## config.mk

```make
export PLATFORM = sky130hd
export DESIGN_NAME = tsu_axis_rx_flat
export DESIGN_NICKNAME = d
export VERILOG_FILES = /design/src/rtl/tsu_axis_rx_if.sv /design/src/rtl/tsu_axis_rx.sv /design/src/flat_wrapper.sv
export SDC_FILE = /design/constraint.sdc
export NUM_CORES = 1
export LEC_CHECK = 0
export BUFFER_PORTS_ARGS = -buffer_cell sky130_fd_sc_hd__buf_2
export CORE_ASPECT_RATIO = 0.5
export CORE_UTILIZATION = 63
export DETAILED_ROUTE_END_ITERATION = 8
export GPL_ROUTABILITY_DRIVEN = 0
export HOLD_SLACK_MARGIN = 0.05
export MAX_ROUTING_LAYER = met4
export PLACE_DENSITY_LB_ADDON = 0.08
export SYNTH_ARGS = -nofsm -noshare
export SYNTH_HDL_FRONTEND = slang
export SYNTH_SLANG_ARGS = --single-unit
```

## constraint.sdc

```tcl
create_clock -name mac_axis_aclk -period 28.3 [get_ports mac_axis_aclk]
set_input_delay 2.83 -clock mac_axis_aclk [delete_from_list [all_inputs] [get_ports mac_axis_aclk]]
set_output_delay 2.83 -clock mac_axis_aclk [all_outputs]
set_load 0.05 [all_outputs]
```

## src/rtl/tsu_axis_rx_if.sv

```systemverilog
// MAC RX AXI-Stream byte bus as seen by the timestamp receiver.
// The receiver only observes the bus, so every signal is an input on the slave side.
interface tsu_axis_rx_if;
  logic       tvalid;
  logic       tready;
  logic [7:0] tdata;
  logic       tlast;
  logic       tuser;

  modport master (output tvalid, tready, tdata, tlast, tuser);
  modport slave  (input  tvalid, tready, tdata, tlast, tuser);
endinterface

```

## src/rtl/tsu_axis_rx.sv

```systemverilog
// RX timestamp unit: captures RTC on first beat and reports one-way latency of critical frames.
// Optional statistics outputs are enabled by defining TSU_RX_STATS_EN.
module tsu_axis_rx #(
  parameter logic [15:0] CRIT_ETHERTYPE = 16'h88B5,
  parameter int          TS_OFFSET      = 20
) (
  input  logic                 mac_axis_aclk,
  input  logic                 rst,
  tsu_axis_rx_if.slave         mac_axis,
  input  logic [63:0]          rtc_timer_in,
  output logic                 meas_valid,
  output logic [63:0]          meas_latency,
  output logic                 meas_neg,
  output logic [63:0]          meas_rx_ts,
  output logic [63:0]          meas_tx_ts,
  output logic                 meas_err,
  output logic [1:0]           meas_err_code
`ifdef TSU_RX_STATS_EN
  ,
  output logic [31:0]          stat_crit_cnt,
  output logic [31:0]          stat_err_cnt,
  output logic [63:0]          stat_max_latency
`endif
);

  typedef enum logic {IDLE = 1'b0, RECV = 1'b1} state_t;

  localparam logic [5:0] TS_FIRST = 6'(TS_OFFSET);
  localparam logic [5:0] TS_LAST  = 6'(TS_OFFSET + 7);
  localparam logic [5:0] CNT_MAX  = 6'd63;

  state_t      state_reg, state_next;
  logic [5:0]  cnt_reg;
  logic [15:0] ethertype_reg;
  logic [63:0] rx_ts_reg;
  logic [63:0] tx_ts_reg;

  logic        meas_valid_reg, meas_valid_next;
  logic        meas_err_reg, meas_err_next;
  logic [1:0]  meas_err_code_reg, meas_err_code_next;
  logic [63:0] meas_latency_reg, meas_latency_next;
  logic        meas_neg_reg, meas_neg_next;
  logic [63:0] meas_rx_ts_reg;
  logic [63:0] meas_tx_ts_reg;

  logic        beat;
  logic        eval;
  logic        crit;
  logic        is_short;
  logic [5:0]  idx;
  logic [15:0] eth_cur;
  logic [63:0] tx_cur;

  assign beat = mac_axis.tvalid & mac_axis.tready;
  assign idx  = (state_reg == RECV) ? cnt_reg : 6'd0;
  assign eval = beat & (state_reg == RECV) & mac_axis.tlast;

  // Field views including the current beat, so a frame ending on byte 13
  // or on the timestamp tail byte is evaluated with that byte in place.
  always_comb begin
    eth_cur = ethertype_reg;
    if (idx == 6'd12) eth_cur[15:8] = mac_axis.tdata;
    if (idx == 6'd13) eth_cur[7:0]  = mac_axis.tdata;
  end

  assign tx_cur   = (idx >= TS_FIRST && idx <= TS_LAST) ? {tx_ts_reg[55:0], mac_axis.tdata}
                                                        : tx_ts_reg;
  assign crit     = (eth_cur == CRIT_ETHERTYPE);
  assign is_short = (idx < TS_LAST);

  // State register
  always_ff @(posedge mac_axis_aclk or posedge rst) begin
    if (rst) state_reg <= IDLE;
    else     state_reg <= state_next;
  end

  // Next-state logic
  always_comb begin
    state_next = state_reg;
    case (state_reg)
      IDLE:    if (beat && !mac_axis.tlast) state_next = RECV;
      RECV:    if (beat && mac_axis.tlast)  state_next = IDLE;
      default: state_next = IDLE;
    endcase
  end

  // Output logic: frame verdict and measurement values for the tlast beat
  always_comb begin
    meas_valid_next    = eval & crit & ~is_short & ~mac_axis.tuser;
    meas_err_next      = eval & crit & (is_short | mac_axis.tuser);
    meas_err_code_next = {mac_axis.tuser, is_short};
    meas_latency_next  = rx_ts_reg - tx_cur;
    meas_neg_next      = (tx_cur > rx_ts_reg);
  end

  // Frame parsing registers
  always_ff @(posedge mac_axis_aclk or posedge rst) begin
    if (rst) begin
      cnt_reg       <= 6'd0;
      ethertype_reg <= 16'd0;
      rx_ts_reg     <= 64'd0;
      tx_ts_reg     <= 64'd0;
    end else if (beat) begin
      if (state_reg == IDLE) begin
        cnt_reg       <= mac_axis.tlast ? 6'd0 : 6'd1;
        ethertype_reg <= 16'd0;
        tx_ts_reg     <= 64'd0;
        rx_ts_reg     <= rtc_timer_in;
      end else begin
        ethertype_reg <= eth_cur;
        tx_ts_reg     <= tx_cur;
        if (mac_axis.tlast)        cnt_reg <= 6'd0;
        else if (cnt_reg != CNT_MAX) cnt_reg <= cnt_reg + 6'd1;
      end
    end
  end

  // Measurement outputs; rx_ts is copied so a back-to-back frame cannot disturb it
  always_ff @(posedge mac_axis_aclk or posedge rst) begin
    if (rst) begin
      meas_valid_reg    <= 1'b0;
      meas_err_reg      <= 1'b0;
      meas_err_code_reg <= 2'd0;
      meas_latency_reg  <= 64'd0;
      meas_neg_reg      <= 1'b0;
      meas_rx_ts_reg    <= 64'd0;
      meas_tx_ts_reg    <= 64'd0;
    end else begin
      meas_valid_reg <= meas_valid_next;
      meas_err_reg   <= meas_err_next;
      if (meas_err_next) meas_err_code_reg <= meas_err_code_next;
      if (meas_valid_next) begin
        meas_latency_reg <= meas_latency_next;
        meas_neg_reg     <= meas_neg_next;
        meas_rx_ts_reg   <= rx_ts_reg;
        meas_tx_ts_reg   <= tx_cur;
      end
    end
  end

  assign meas_valid    = meas_valid_reg;
  assign meas_err      = meas_err_reg;
  assign meas_err_code = meas_err_code_reg;
  assign meas_latency  = meas_latency_reg;
  assign meas_neg      = meas_neg_reg;
  assign meas_rx_ts    = meas_rx_ts_reg;
  assign meas_tx_ts    = meas_tx_ts_reg;

`ifdef TSU_RX_STATS_EN
  logic [1:0]  stat_inc;
  logic [31:0] stat_cnt_reg [2];
  logic [63:0] stat_max_reg;

  assign stat_inc[0] = eval & crit;
  assign stat_inc[1] = meas_err_next;

  // Saturating counters: [0] critical frames, [1] error pulses
  generate
    for (genvar gi = 0; gi < 2; gi++) begin : g_stat_cnt
      always_ff @(posedge mac_axis_aclk or posedge rst) begin
        if (rst)
          stat_cnt_reg[gi] <= 32'd0;
        else if (stat_inc[gi] && stat_cnt_reg[gi] != 32'hFFFF_FFFF)
          stat_cnt_reg[gi] <= stat_cnt_reg[gi] + 32'd1;
      end
    end
  endgenerate

  always_ff @(posedge mac_axis_aclk or posedge rst) begin
    if (rst)
      stat_max_reg <= 64'd0;
    else if (meas_valid_reg && !meas_neg_reg && meas_latency_reg > stat_max_reg)
      stat_max_reg <= meas_latency_reg;
  end

  assign stat_crit_cnt    = stat_cnt_reg[0];
  assign stat_err_cnt     = stat_cnt_reg[1];
  assign stat_max_latency = stat_max_reg;
`endif

endmodule

```

## src/flat_wrapper.sv

```systemverilog
// flat-port wrapper written by rule: the top's interface ports become plain ports
module tsu_axis_rx_flat 
#(
  parameter logic [15:0] CRIT_ETHERTYPE = 16'h88B5,
  parameter int          TS_OFFSET      = 20
)
  (mac_axis_aclk, rst, rtc_timer_in, meas_valid, meas_latency, meas_neg, meas_rx_ts, meas_tx_ts, meas_err, meas_err_code, mac_axis_tvalid, mac_axis_tready, mac_axis_tdata, mac_axis_tlast, mac_axis_tuser);
  tsu_axis_rx_if mac_axis_i ();
  input  logic mac_axis_aclk;
  input  logic rst;
  input  logic [63:0] rtc_timer_in;
  output logic meas_valid;
  output logic [63:0] meas_latency;
  output logic meas_neg;
  output logic [63:0] meas_rx_ts;
  output logic [63:0] meas_tx_ts;
  output logic meas_err;
  output logic [1:0] meas_err_code;
  input wire logic [$bits(mac_axis_i.tvalid)-1:0] mac_axis_tvalid;
  input wire logic [$bits(mac_axis_i.tready)-1:0] mac_axis_tready;
  input wire logic [$bits(mac_axis_i.tdata)-1:0] mac_axis_tdata;
  input wire logic [$bits(mac_axis_i.tlast)-1:0] mac_axis_tlast;
  input wire logic [$bits(mac_axis_i.tuser)-1:0] mac_axis_tuser;
  assign mac_axis_i.tvalid = mac_axis_tvalid;
  assign mac_axis_i.tready = mac_axis_tready;
  assign mac_axis_i.tdata = mac_axis_tdata;
  assign mac_axis_i.tlast = mac_axis_tlast;
  assign mac_axis_i.tuser = mac_axis_tuser;
  tsu_axis_rx #(.CRIT_ETHERTYPE(CRIT_ETHERTYPE), .TS_OFFSET(TS_OFFSET)) u_core (.mac_axis_aclk(mac_axis_aclk), .rst(rst), .mac_axis(mac_axis_i), .rtc_timer_in(rtc_timer_in), .meas_valid(meas_valid), .meas_latency(meas_latency), .meas_neg(meas_neg), .meas_rx_ts(meas_rx_ts), .meas_tx_ts(meas_tx_ts), .meas_err(meas_err), .meas_err_code(meas_err_code));
endmodule
```

==> key figures, run 1 <==
Route
  • Post-route ant nets: 0
  • Drt total wl: 52,200 um
  • Vias per cell: 6.22
  • DRC viols: 0
  • Drt initial violations: 1,712
  • Wirelength per Cell: 19.8 um
  • Via count: 16,400
  • TritonRoute pass-1 iters: 6

Critical path
  • Worst path cell trace: buf_2 > nor2b_1 > o21bai_1 > a21oi_1 > o311ai_0 > nor4_1 > a211oi_1 > a31oi_1 > a22o_1 > a21oi_2 > a31oi_1 > or4_1 > nand3_1
  • CP Class: input pin to flop
  • Reg2reg path depth: 19
  • CP most frequent cell: a31oi_1
  • Startpoint Class: input pin
  • CP required: 28.80 ns
  • CP Max Fanout: 7
  • Critical path data arrival time: 7.02 ns
  • Critical path's top delay family: compound AO/OA/AOI/OAI gates
  • WP depth: 13
  • Register-to-Register Setup Slack: 22.68 ns
  • CP endpoint kind: flop
  • Max stage delay cell, worst path: a211oi_1
  • Largest stage delay, worst path: 0.75 ns
  • WP buf/inv: 1

Final layout
  • Synthesis-to-finish area growth: 13.3%
  • Layout cell share with drive strength beyond 1: 19.9%
  • Most common cell after layout, fill and taps aside: nand2_1
  • Nets: 2,318
  • Commonest cells after routing, fill and taps aside: nand2_1, dfrtp_1, buf_2, o21ai_0, a21oi_1
  • Design Area, Final: 0.0213 mm^2
  • # diodes: 0

Power
  • Tot Pwr: 1.26 mW
  • P per Cell Area: 59.2 mW/mm^2
  • Maximum vdd drop: 0.0442 mV
  • Leakage power: 10.2 nW

Clocking
  • Clock sink count: 348
  • Htree depth: 1
  • Clk buf depth: 3
  • Clk root buf: clkbuf_16
  • Hold-fix buffers, CTS: 0
  • Clk Latency, worst-skew pair: 0.59 ns
  • CTS Buf Count: 30
  • CTS tree: yes
  • Clock-pin slew on the worst setup and hold paths: 0.06 ns
  • PostCTS Resize Cnt: 0
  • Postcts setup bufs: 0

STA
  • Tcrit/Tclk final: 23.0%
  • Fin crit period: 6.51 ns
  • Max Slew Vio Count: 0
  • Worst slew pin tran: 1.22 ns
  • Clock skew after layout: 0.0259 ns
  • Final hold violation count: 0
  • Max Freq: 154 MHz
  • Slew HR: 18.3%
  • Setup tns final: 0 ns
  • RSZ-0062 raised after global routing: no
  • Setup-failing EPs final: 0

Die
  • Die X: 246 um
  • Die height: 124 um
  • Starting Density: 64.5%
  • Die area: 0.0306 mm^2
  • IO Pins: 275
  • Core box area: 0.0292 mm^2
  • # rows: 44

Synth
  • Asr flop ratio synth: 100%
  • Syn nets: 2,110
  • Synth Cell Area: 0.0188 mm^2
  • Seq/Total Area, Yosys: 46.3%
  • Top_reg_cell synth: dfrtp_1
  • Synthesis Warnings: 0
  • Yosys cell types: 85
  • Post-synth EDFFs: 0
  • Flops & latches, synth: 348
  • Mapped Cells: 2,013
  • Syn Area/Cell: 9.34 um^2

Flow run
  • Max cap viols: 0

Place
  • Dpl hpwl: 37,200 um
  • Dpl cell area: 0.0203 mm^2
  • Port bufs: 274

Global route
  • Largest net degree at the start of global routing: 135
  • First-pass GRT wire length: 81,200 um
  • Gr ovfl total: 0
  • Initial antenna violation count: 0
  • Number of global-route vias before repair: 14,800
  • Overall global routing resource usage: 34.8%

Worst hold path
  • Hold WC Path Type: flop to flop
  • Cell count of the worst hold path: 1

Run status
  • Status: finished clean
==> synth_stat cells (6+ instances only) <==
| library cell | number | area [um^2] |
|---|---|---|
| nand2b_1 | 32 | 200 |
| a211oi_1 | 13 | 97.6 |
| o31ai_1 | 17 | 128 |
| a21oi_1 | 84 | 420 |
| dfrtp_1 | 348 | 8710 |
| o22ai_1 | 12 | 75.1 |
| o21bai_1 | 9 | 67.6 |
| xor2_1 | 34 | 298 |
| o21a_1 | 7 | 52.6 |
| ha_1 | 19 | 238 |
| o21ai_0 | 206 | 1030 |
| o21ai_1 | 17 | 85.1 |
| mux2_2 | 67 | 754 |
| maj3_1 | 49 | 490 |
| a21boi_0 | 7 | 52.6 |
| nor3_1 | 19 | 95.1 |
| o221ai_1 | 7 | 61.3 |
| a31oi_1 | 26 | 163 |
| clkbuf_1 | 94 | 353 |
| or2_2 | 10 | 62.6 |
| xnor2_1 | 62 | 543 |
| nand4_1 | 12 | 75.1 |
| or3_1 | 6 | 37.5 |
| inv_1 | 45 | 169 |
| mux2i_1 | 33 | 330 |
| and3_1 | 18 | 113 |
| a21o_1 | 15 | 113 |
| o211ai_1 | 18 | 135 |
| and2_1 | 12 | 75.1 |
| nand2_1 | 374 | 1400 |
| nand3_1 | 29 | 145 |
| or4_1 | 6 | 45.0 |
| buf_2 | 14 | 70.1 |
| nor2b_1 | 52 | 325 |
| nor4_1 | 11 | 68.8 |
| a22o_1 | 67 | 587 |
| nor2_1 | 77 | 289 |
==> report_power, final <==
group | internal (mW) | switching [mW] | total [mW]
Combinational | 0.121 | 0.170 | 0.291
Clock | 0.227 | 0.189 | 0.416
Sequential | 0.518 | 0.0383 | 0.557
==> cell families after synthesis <==
family	Yosys count	share of synthesized area [%]
AND/OR/NAND/NOR	680	16.7
AO/OA/AOI/OAI	551	18.6
flip-flops	348	46.3
buffers and inverters	161	3.49
multiplexers	107	6.41
XOR/XNOR	98	4.64
adder cells (fa/ha/maj)	68	3.87
==> worst paths after layout <==
kind / start / endpoint
max: mac_axis_tdata[7] / u_core.meas_latency[58]$_DFFE_PP0P_
min: u_core.meas_tx_ts[15]$_DFFE_PP0P_ / u_core.meas_tx_ts[15]$_DFFE_PP0P_
max reg2reg: u_core.cnt_reg[3]$_DFFE_PP0P_ / u_core.meas_latency[54]$_DFFE_PP0P_
min reg2reg: u_core.meas_tx_ts[15]$_DFFE_PP0P_ / u_core.meas_tx_ts[15]$_DFFE_PP0P_
max in group asynchronous: rst / u_core.rx_ts_reg[4]$_DFFE_PP0P_
min in group asynchronous: rst / u_core.meas_latency[23]$_DFFE_PP0P_
==> area by class of cell <==
class	count	area [um^2]
clock inverters	10	82.6
flip-flops and latches	348	8710
clock buffers	43	891
well taps	391	489
fillers	2219	7860
inverters	46	180
repair buffers	291	1500
multi-input cells	1504	9470
==> per-stage QoR <==
stage	utilization [%]	hold slack (ns)	setup WS, ns	std cells
floorplan	-	0.450	15.82	2013
global placement	69.7	0.455	21.60	2580
detailed placement	69.7	0.461	21.45	2580
CTS	73.1	0.476	22.03	2633
global route	73.1	0.497	21.65	2633
finish	73.1	0.471	21.79	2633
==> layer usage <==
layer | vias to the layer above | global-route usage (%) | share of wire, %
met2 | 794 | 50.0 | 43
li1 | 7533 | - | -
met4 | 0 | 7.99 | 2.0
met3 | 103 | 7.71 | 9.8
met5 | - | - | 0
met1 | 7951 | 50.3 | 45
(Power assumes the default switching activity.)
==> run 2, diff against run 1 <==
Settings changed: CORE_UTILIZATION 63 to 58.
Clock period 28.3 ns to 6.6 ns, I/O delays scaled along.
==> run 2 against run 1 <==
Effect of this change:
- sequential cell count did not move
- sequential power rose to 4.3 times the previous value
- critical endpoint unchanged
- highest routed layer unchanged
- critical path type is now flop to flop
- clock-buffer cell count rose by 2
- largest cell class unchanged
- wire length rose by 1.9%
- combinational power rose to 4.3 times the previous value
==> key figures, run 2 (synthesis results as in run 1) <==
Run status
  • Status: finished clean

Power
  • NetSw: 1.75 mW
  • Int Pwr: 3.83 mW
  • P per Cell Area: 260 mW/mm^2
  • Clock share of power: 34.8%
  • Sw Ratio: 31.4%
  • Maximum vdd drop: 0.143 mV
  • Tot Pwr: 5.58 mW
  • Reg power frac: 43.0%
  • Leakage power: 10.3 nW
  • Comb pwr share: 22.2%

Route
  • Wirelength per Cell: 19.8 um
  • Vias per cell: 6.05
  • Drt initial violations: 1,532
  • DRC viols: 0
  • TritonRoute pass-1 iters: 6
  • Drt total wl: 53,100 um
  • Via count: 16,200
  • Post-route ant nets: 0

Global route
  • Initial antenna violation count: 0
  • Largest net degree at the start of global routing: 140
  • Number of global-route vias before repair: 14,800
  • Overall global routing resource usage: 32.6%
  • First-pass GRT wire length: 82,400 um
  • Gr ovfl total: 0

Place
  • Dpl hpwl: 38,200 um
  • Port bufs: 274
  • Placed cell count: 2,622

Die
  • Starting Density: 59.2%
  • IO Pins: 275
  • Die X: 257 um
  • Core box area: 0.0318 mm^2
  • Die area: 0.0332 mm^2
  • # rows: 46
  • Die height: 129 um

STA
  • Setup tns final: 0 ns
  • RSZ-0062 raised after global routing: no
  • Slew HR: 28.9%
  • Setup-failing EPs final: 0
  • Final hold violation count: 0
  • Clock skew after layout: 0.0181 ns
  • Worst slew pin tran: 1.06 ns
  • Max Slew Vio Count: 0
  • Fin crit period: 5.54 ns
  • Max Freq: 180 MHz
  • Final hold slack: 0.169 ns
  • Tcrit/Tclk final: 84.0%

Clocking
  • Postcts setup bufs: 0
  • Clk root buf: clkbuf_16
  • Clock-pin slew on the worst setup and hold paths: 0.06 ns
  • Clk Latency, worst-skew pair: 0.53 ns
  • Clk buf depth: 3
  • PostCTS Resize Cnt: 0
  • Hold-fix buffers, CTS: 0
  • CTS tree: yes
  • Htree depth: 2
  • CTS Buf Count: 34
  • Clock sink count: 348

Critical path
  • Max stage delay cell, worst path: dfrtp_1
  • Critical path's top delay family: compound AO/OA/AOI/OAI gates
  • Critical path data arrival time: 6.00 ns
  • CP Max Fanout: 30
  • Largest stage delay, worst path: 0.92 ns
  • Startpoint Class: flop
  • CP endpoint kind: flop
  • CP Class: flop to flop
  • CP most frequent cell: a31oi_1
  • Register-to-Register Setup Slack: 1.06 ns
  • Worst path cell trace: and3b_1 > buf_4 > a2bb2oi_1 > or2_2 > o311ai_0 > nor4_1 > a211oi_1 > a31oi_1 > a22o_1 > a21oi_2 > a31oi_1 > or4_1 > nand3_1
  • WP buf/inv: 1
  • CP required: 7.06 ns

Final layout
  • Commonest cells after routing, fill and taps aside: nand2_1, dfrtp_1, buf_2, o21ai_0, a21oi_1
  • Non-Filler Instances: 2,678
  • Nets: 2,323
  • # diodes: 0
  • Layout cell share with drive strength beyond 1: 20.2%
  • Most common cell after layout, fill and taps aside: nand2_1
  • Layout fillers: 2,597
  • Final Util: 67.7%
  • Synthesis-to-finish area growth: 14.4%

Worst hold path
  • Hold WC Path Type: input pin to async pin

Flow run
  • Max cap viols: 0
run 2: area by class of cell:
cell class	instances	area (um^2)	share of cell area [%]
clock buffer	45	983	4.57
tap	432	541	2.51
multi-input combinational	1504	9470	44.0
inverter	46	176	0.820
timing repair buffer	292	1530	7.12
sequential	348	8710	40.5
clock inverter	11	101	0.471
run 2: path summary, 6_finish.rpt:
path,startpoint,endpoint,depth (start not counted)
setup / recovery,flop,u_core.meas_latency[58]$_DFFE_PP0P_,13
hold / removal,rst,u_core.meas_latency[25]$_DFFE_PP0P_,2
setup reg to reg,flop,u_core.meas_latency[58]$_DFFE_PP0P_,13
hold reg to reg,u_core.meas_rx_ts[9]$_DFFE_PP0P_,u_core.meas_rx_ts[9]$_DFFE_PP0P_,2
max in group asynchronous,rst,u_core.cnt_reg[4]$_DFFE_PP0P_,3
min in group mac_axis_aclk,rtc_timer_in[45],u_core.rx_ts_reg[45]$_DFFE_PP0P_,2
run 2: metrics by stage:
step                      cell area, um^2  setup WS, ns
after floorplan                     18800          1.28
after global placement              20400          1.46
after detailed placement            20400          1.39
after CTS                           21500          1.33
after global routing                21500         0.912
final                               21500          1.06
run 2: power by group through the flow:
stage | combinational [mW] | sequential, mW | clock [mW]
final | 1.24 | 2.40 | 1.95
after global routing | 1.35 | 2.41 | 2.05
after CTS | 1.21 | 2.40 | 1.98
after detailed placement | 1.21 | 2.43 | 0
after global placement | 1.20 | 2.43 | 0
after floorplan | 0.963 | 2.34 | 0
run 2: metal layers:
metal  vias to the layer above  routed length (um)  global-route usage, %
met1                      7939               24600                   47.6
li1                       7541                   -                      -
met5                         -                   0                      -
met2                       640               23300                   47.5
met4                         0                1020                   7.56
met3                        85                4250                   5.71
